==> src/rtl/mem_arb_pkg.sv <==
// rtl/mem_arb_pkg.sv - shared types and widths for the memory port arbiter
package mem_arb_pkg;

  localparam int MEM_AW = 32;
  localparam int MEM_DW = 32;

  typedef enum logic [1:0] {
    ARB_IDLE   = 2'd0,
    ARB_IFETCH = 2'd1,
    ARB_DATA   = 2'd2
  } arb_state_t;

endpackage

==> src/rtl/mem_port_arbiter.sv <==
// rtl/mem_port_arbiter.sv - fetch/data arbiter for one shared single-port memory
// Optional MEM_ARB_ROUNDROBIN_EN: alternate winner on contention instead of data-first.
module mem_port_arbiter
  import mem_arb_pkg::*;
(
  input  logic              clk,
  input  logic              reset,
  input  logic              ireq,
  input  logic [MEM_AW-1:0] iaddr,
  output logic [MEM_DW-1:0] irdata,
  output logic              StallF,
  input  logic              dreq,
  input  logic              dwe,
  input  logic [MEM_AW-1:0] daddr,
  input  logic [MEM_DW-1:0] dwdata,
  output logic [MEM_DW-1:0] drdata,
  output logic              StallM,
  output logic              mem_req,
  output logic              mem_we,
  output logic [MEM_AW-1:0] mem_addr,
  output logic [MEM_DW-1:0] mem_wdata,
  input  logic [MEM_DW-1:0] mem_rdata,
  input  logic              mem_ready
);

  arb_state_t state_q, state_d;
  arb_state_t pick;
  logic       prefer_data;

`ifdef MEM_ARB_ROUNDROBIN_EN
  logic last_data_q, last_data_d;

  always_comb begin
    last_data_d = last_data_q;
    if (mem_req && mem_ready) begin
      last_data_d = (state_q == ARB_DATA);
    end
  end

  always_ff @(posedge clk or posedge reset) begin
    if (reset) begin
      last_data_q <= 1'b1;
    end else begin
      last_data_q <= last_data_d;
    end
  end

  assign prefer_data = !last_data_q;
`else
  assign prefer_data = 1'b1;
`endif

  always_comb begin
    pick = ARB_IDLE;
    if (dreq && (!ireq || prefer_data)) begin
      pick = ARB_DATA;
    end else if (ireq) begin
      pick = ARB_IFETCH;
    end
  end

  // On completion the served requester is satisfied, so only the other side can follow back-to-back.
  always_comb begin
    state_d = state_q;
    case (state_q)
      ARB_IDLE: state_d = pick;
      ARB_IFETCH: begin
        if (!ireq) begin
          state_d = ARB_IDLE;
        end else if (mem_ready) begin
          state_d = dreq ? ARB_DATA : ARB_IDLE;
        end
      end
      ARB_DATA: begin
        if (!dreq) begin
          state_d = ARB_IDLE;
        end else if (mem_ready) begin
          state_d = ireq ? ARB_IFETCH : ARB_IDLE;
        end
      end
      default: state_d = ARB_IDLE;
    endcase
  end

  always_ff @(posedge clk or posedge reset) begin
    if (reset) begin
      state_q <= ARB_IDLE;
    end else begin
      state_q <= state_d;
    end
  end

  // mem_req is gated by the grantee's request so a flushed access never completes or writes.
  always_comb begin
    mem_req   = 1'b0;
    mem_we    = 1'b0;
    mem_addr  = '0;
    mem_wdata = '0;
    case (state_q)
      ARB_IFETCH: begin
        mem_req  = ireq;
        mem_addr = iaddr;
      end
      ARB_DATA: begin
        mem_req   = dreq;
        mem_we    = dwe;
        mem_addr  = daddr;
        mem_wdata = dwdata;
      end
      default: ;
    endcase
  end

  assign StallF = ireq && !((state_q == ARB_IFETCH) && mem_ready);
  assign StallM = dreq && !((state_q == ARB_DATA) && mem_ready);
  assign irdata = mem_rdata;
  assign drdata = mem_rdata;

endmodule

==> config.mk <==
export PLATFORM = sky130hd
export DESIGN_NAME = mem_port_arbiter
export DESIGN_NICKNAME = d
export VERILOG_FILES = /design/src/rtl/mem_arb_pkg.sv /design/src/rtl/mem_port_arbiter.sv
export SDC_FILE = /design/constraint.sdc
export NUM_CORES = 1
export LEC_CHECK = 0
export ABC_AREA = 1
export BUFFER_PORTS_ARGS = -buffer_cell sky130_fd_sc_hd__buf_2
export CORE_AREA = 2 2 103 105
export CTS_CLUSTER_DIAMETER = 50
export CTS_CLUSTER_SIZE = 25
export DETAILED_ROUTE_END_ITERATION = 10
export DIE_AREA = 0 0 105 107
export HOLD_SLACK_MARGIN = 0.06
export SYNTH_ARGS = -nofsm -noshare
export SYNTH_HDL_FRONTEND = slang
export SYNTH_SLANG_ARGS = --single-unit
==> constraint.sdc <==
create_clock -name clk -period 1.69 [get_ports clk]
set_input_delay 0.169 -clock clk [delete_from_list [all_inputs] [get_ports clk]]
set_output_delay 0.169 -clock clk [all_outputs]
set_load 0.02 [all_outputs]
==> results of run 1 <==
-- layer usage --
metal / track usage [%] / routed length [µm] / share of wire, % / vias up
li1: - / - / - / 983
met1: 10.9 / 2450 / 35 / 878
met2: 23.0 / 3860 / 55 / 112
met3: 1.46 / 530 / 7.5 / 37
met4: 4.38 / 227 / 3.2 / 0
met5: 0 / 0 / 0 / -
-- worst reg2reg max path, delay by kind of cell, from the launching register on --
kind                       cells  cell delay, ps
DFF                            1             370
adders and majority gates      1             200
and+or+nand+nor                5             330
buffers and inverters          3             380
-- cell families after synthesis --
family,after synthesis,share of synthesized area (%)
buffers and inverters,119,51.0
AND/OR/NAND/NOR,113,29.4
AO/OA/AOI/OAI,35,11.9
adder cells (fa/ha/maj),5,4.26
flip-flops,2,3.41
-- power by group through the flow --
stage               sequential (mW)  combinational, mW  clock, mW
floorplan                    0.0896               1.94          0
global placement             0.0874               2.73          0
CTS                          0.0825               3.89      0.193
finish                       0.0817               4.43      0.185
global route                 0.0844               4.73      0.194
detailed placement           0.0893               2.72          0
-- Yosys cell counts, drive strengths merged --
| library cell | count |
|---|---|
| nand2 | 107 |
| buf | 78 |
| nor2 | 2 |
| nand3 | 4 |
| dfrtp | 2 |
| a21oi | 35 |
| ha | 5 |
| inv | 41 |
-- path summary, 6_finish.rpt --
path                                end  cells past startpoint
hold / removal               state_q[0]                      4
max in group asynchronous    state_q[0]                      3
hold reg to reg              state_q[1]                      3
setup reg to reg             state_q[0]                      9
setup / recovery           mem_addr[27]                      7
min in group asynchronous    state_q[1]                      3
-- final cells by class --
| type | count | share of cell area [%] |
|---|---|---|
| inverter | 41 | 5.81 |
| timing repair buffer | 193 | 50.3 |
| sequential | 2 | 1.85 |
| multi-input combinational | 153 | 34.2 |
| tap | 136 | 6.28 |
| clock buffer | 3 | 1.52 |
-- what timing repair did --
item,CTS,global route
buffers inserted,8,0
pin swaps,1,4
gates resized for setup,71,50
gates cloned,3,2
hold buffers,1,0
endpoints found under the setup margin,33,45
hold endpoints to repair,2,0
-- metrics by stage --
stage | instance area [µm²] | hold WS [ps]
floorplan | 1470 | -89.8
global placement | 2000 | 21.1
detailed placement | 2000 | 20.8
CTS | 2450 | 302
global route | 2710 | 338
finish | 2710 | 324
==> metrics.md, run 1 <==
| Metric | Value |
|---|---|
| IO Pins | 266 |
| Total CTS buffers | 3 |
| Nets | 533 |
| RSZ-0062 raised after global routing | yes |
| Placed instance count | 511 |
| Final core occ | 26.9% |
| Clk network pwr share | 3.9% |
| Failing checks | setup timing |
| Unique masters post-synth | 11 |
| Ranking of synthesized cells by area | buf_4, nand2_1, a21oi_1, inv_1, buf_6 |
| Synth Cell Area | 0.00147 mm² |
| Relative max-transition margin | 90.0% |
| CTS sink cnt | 2 |
| Die area | 0.0112 mm² |
| Vias in the first global route | 1956 |
| Routed wire per std cell | 13.4 µm |
| Sequential Power Share | 1.7% |
| Worst hold path class | in -> reg |
| Core Box Area | 0.0101 mm² |
| Global-route wire length before repair | 9.83 mm |
| Most frequent cells in the layout | buf_2, nand2_1, inv_1 |
| Buf/Inv on CP | 5 |
| Sum of negative setup slack | -629 ps |
| Drc violations | 0 |
| DP Worst Slack | 68.4 ps |
| Final setup margin | -44.1 ps |
| Worst path cell trace | inv_2 > ha_4 > clkinvlp_4 > buf_12 > clkbuf_16 > a21oi_2 > buf_6 |
| Die Y | 107 µm |
| Starting Density | 14.5% |
| Share of cells above drive strength 1 | 60.5% |
| Clock Skew | 3.14 ps |
| Pint | 2.25 mW |
| Top-area cell type share of the netlist area | 32.7% |
| Remaining antenna violation count | 0 |
| Switching Fraction | 52.1% |
| Via density per instance | 3.81 |
| Hold wc startpoint | mem_ready |
| Pre-antenna DRT Iters | 4 |
| Max reg flops | 2 |
| Leak pwr | 1.57 nW |
| Syn-to-layout area delta | 84.7% |
| Layout Cells excl Fill | 528 |
| Reg2reg start | state_q[0] |
| Clock Latency Late Sink | 210 ps |
| Max cap viols | 0 |
| Synth Area per Inst | 5.36 µm² |
| Required time worst endpoint | 1520 ps |
| Row cnt | 37 |
| Total inserted antenna cells | 0 |
| Biggest register | state_q |
| Power consumption | 4.69 mW |
| Final WL | 7.06 mm |
| #FFs+latches synth | 2 |
| Crit-path leading delay family | buffers and inverters |
| Largest net degree at the start of global routing | 22 |
| Vias | 2010 |
| Multi-input logic area | 927 µm² |
| Worst path slowest cell | dfrtp_1 |
| Status | complete, but fails checks |
| Crit. End Element | output port |
| Least-Margin Pin Slew | 149 ps |
| Cells after Synth | 274 |
| Slew Limit Fails | 0 |
| CTS max path bufs | 2 |
| CTS H-Tree Depth | 1 |
| Psw | 2.45 mW |
| Port bufs | 169 |
| Combinational share of power | 94.3% |
| Synthesized Nets | 413 |
| Fillers | 1156 |
| Reg2reg setup slack | 290 ps |
| Regs by FF count | state_q x2 |
| Horiz. Die Dim | 105 µm |
| Crit path kind | reg -> out |
| Synth area leader | buf_4 |
| Antenna violations before repair | 0 |
| Sequential area share after synthesis | 3.41% |
| F_max | 0.577 GHz |
| Storage cell area | 50.0 µm² |
| Most common cell after layout, fill and taps aside | buf_2 |
| Initial drt markers | 49 |
| Yosys warnings | 0 |
| Arrival time at the worst endpoint | 1570 ps |
| CTS tree | yes |
| Fin. Hold Viols | 0 |
| CP max stage delay | 340 ps |
| Critical Path Start Type | flip-flop |
| Hpwl dp | 5.41 mm |
| Gr usage total | 11.1% |
| Pwr dens | 1730 mW/mm² |
| Final Setup Violations | 28 |
| GRT overflow | 0 |
| Crit Path Max Fanout | 5 |
| Worst VDD drop | 0.702 mV |
| Root buf cell | clkbuf_8 |
| Reg clk slew, reported paths | 30 ps |
| Final Cycle Share | 103% |
| Minimum clock period | 1730 ps |
| Worst Setup SP | state_q[0] |
| RePlAce Congestion | 0.800 |
(Power assumes the default switching activity.)
==> inputs of run 2 (changes only) <==
--- a/config.mk
+++ b/config.mk
@@ -13,6 +13,7 @@
 export DETAILED_ROUTE_END_ITERATION = 10
 export DIE_AREA = 0 0 105 107
 export HOLD_SLACK_MARGIN = 0.06
+export REMOVE_ABC_BUFFERS = 1
 export SYNTH_ARGS = -nofsm -noshare
 export SYNTH_HDL_FRONTEND = slang
 export SYNTH_SLANG_ARGS = --single-unit
==> run 2 against run 1 <==
- first-iteration DRC count is 100% higher
- core utilization is 4.2 points lower
- the run now ends clean
- clock-buffer cell count stayed put
- largest power group unchanged
- critical path depth is 1 lower
==> metrics.md, run 2 (synthesis gave the netlist of run 1 again) <==
| Metric | Value |
|---|---|
| Arrival time at the worst endpoint | 1480 ps (-90 ps) |
| Critical Path Start Type | flip-flop |
| Clock Skew | 1.14 ps (-2.01 ps) |
| Total CTS buffers | 3 (unchanged) |
| Vias in the first global route | 1891 (-3.3%) |
| Fillers | 1211 (+4.8%) |
| Crit-path leading delay family | buffers and inverters |
| Worst path cell trace | inv_2 > ha_4 > inv_4 > clkbuf_16 > a21oi_1 > buf_4 |
| Final WL | 8.91 mm (+26%) |
| CTS tree | yes |
| Remaining antenna violation count | 0 (unchanged) |
| Fin. Hold Viols | 0 (unchanged) |
| Least-Margin Pin Slew | 137 ps (-12.0 ps) |
| Vias | 2036 (+1.3%) |
| Regs by FF count | state_q x2 |
| Drc violations | 0 (unchanged) |
| Relative max-transition margin | 90.8% (+0.80 points) |
| RePlAce Congestion | 0.820 (+2.4%) |
| CTS max path bufs | 2 (unchanged) |
| Status | finished clean |
| Nets | 524 (-1.7%) |
| Most common cell after layout, fill and taps aside | buf_2 |
| Pwr dens | 1560 mW/mm² (-9.6%) |
| Worst hold path class | in -> reg |
| CP max stage delay | 400 ps (+60 ps) |
| GRT overflow | 0 (unchanged) |
| Horiz. Die Dim | 105 µm (unchanged) |
| Antenna violations before repair | 0 (unchanged) |
| Leak pwr | 1.48 nW (-5.5%) |
| Pre-antenna DRT Iters | 4 (unchanged) |
| Minimum clock period | 1640 ps (-89.6 ps) |
| Largest net degree at the start of global routing | 22 (unchanged) |
| F_max | 0.608 GHz (+5.4%) |
| Crit Path Max Fanout | 10 (+5) |
| Routed wire per std cell | 17.2 µm (+28%) |
| RSZ-0062 raised after global routing | yes |
| Final Cycle Share | 97.3% (-5.3 points) |
| Worst hold margin | 300 ps (-23.2 ps) |
| Initial drt markers | 100 (+100%) |
| Crit. End Element | output port |
| Syn-to-layout area delta | 55.7% |
| Die area | 0.0112 mm² (unchanged) |
| Share of cells above drive strength 1 | 52.7% (-7.7 points) |
| Global-route wire length before repair | 11.8 mm (+20%) |
| Sum of negative setup slack | 0 ps (+629 ps) |
| Biggest register | state_q |
| Max cap viols | 0 (unchanged) |
| Slew Limit Fails | 0 (unchanged) |
| CTS sink cnt | 2 (unchanged) |
| Worst path slowest cell | dfrtp_2 |
| Final Setup Violations | 0 (-100%) |
| Power consumption | 3.57 mW (-24%) |
| Clock Latency Late Sink | 210 ps (about the same) |
| Total inserted antenna cells | 0 (unchanged) |
| Required time worst endpoint | 1520 ps (about the same) |
| IO Pins | 266 (unchanged) |
| Die Y | 107 µm (unchanged) |
| Root buf cell | clkbuf_8 |
| Core Box Area | 0.0101 mm² (unchanged) |
| Buf/Inv on CP | 4 (-1) |
| Crit path kind | reg -> out |
| Starting Density | 14.5% (unchanged) |
| Row cnt | 37 (unchanged) |
| Gr usage total | 14.5% (+3.4 points) |
| Port bufs | 169 (unchanged) |
| Hpwl dp | 7.22 mm (+34%) |
| CTS H-Tree Depth | 1 (unchanged) |
| Via density per instance | 3.92 (+3.1%) |
| Max reg flops | 2 (unchanged) |
| Worst VDD drop | 0.882 mV (+26%) |
| Most frequent cells in the layout | buf_2, nand2_1, inv_1 |
| Reg clk slew, reported paths | 30 ps (about the same) |
run 2: cell count changes in the layout (fill, tap and decap cells not counted), moves of 3 or more:
cell,change
a21oi_1,+26
a21oi_2,-15
a21oi_4,-11
buf_12,-3
buf_16,-3
buf_2,+17
buf_4,-7
buf_6,-14
run 2: final timing paths:
path	endpoint	from	cells past startpoint	slack, ps
min in group asynchronous	state_q[1]	reset	3	360
max in group asynchronous	state_q[0]	reset	3	1210
worst max-delay path	mem_addr[4]	state_q[1]	6	50
worst min register to register	state_q[1]	state_q[1]	2	600
worst max register to register	state_q[1]	state_q[0]	8	210
worst min-delay path	state_q[0]	mem_ready	4	300
run 2: report_power, final:
| group | switching (mW) | internal, mW |
|---|---|---|
| Sequential | 0.0323 | 0.0732 |
| Combinational | 1.90 | 1.38 |
| Clock | 0.0332 | 0.150 |
| Total | 1.97 | 1.60 |
run 2: routing by layer:
layer  track usage (%)  share of wire (%)  wire length (µm)
met5              6.19               0.72                64
met2              22.8                 43              3860
met4              1.33               0.12                11
met3              12.9                 21              1860
met1              14.5                 35              3110
run 2: cell type report:
type / count / area, µm² / share of cell area, %
clock buffer: 3 / 41.3 / 1.81
inverter: 41 / 159 / 6.96
timing repair buffer: 184 / 1120 / 49.0
multi-input combinational: 153 / 742 / 32.5
tap: 136 / 170 / 7.45
sequential: 2 / 52.6 / 2.30
run 2: timing repair:
item,CTS,global route
hold endpoints to repair,2,0
endpoints found under the setup margin,33,38
hold buffers,1,0
setup buffers,3,0
cloned,3,1
resized for setup,27,22
run 2: worst reg2reg max path, cell delays in order (launching register included):
cell       delay, ps
dfrtp_2          420
inv_4            110
ha_4             170
bufbuf_16        290
nand2_1           60
nand2_1          110
nand2_1           80
nand3_1           70
nand2_1           50
run 2: per-stage QoR:
stage | instances | utilization (%) | instance area [µm²] | setup slack, ps
floorplan | 196 | - | 873 | -160
global placement | 508 | 19.6 | 1980 | 94.0
detailed placement | 508 | 19.6 | 1980 | 127
CTS | 518 | 21.7 | 2190 | 6.61
global route | 519 | 22.6 | 2280 | -32.7
finish | 519 | 22.6 | 2280 | 45.5
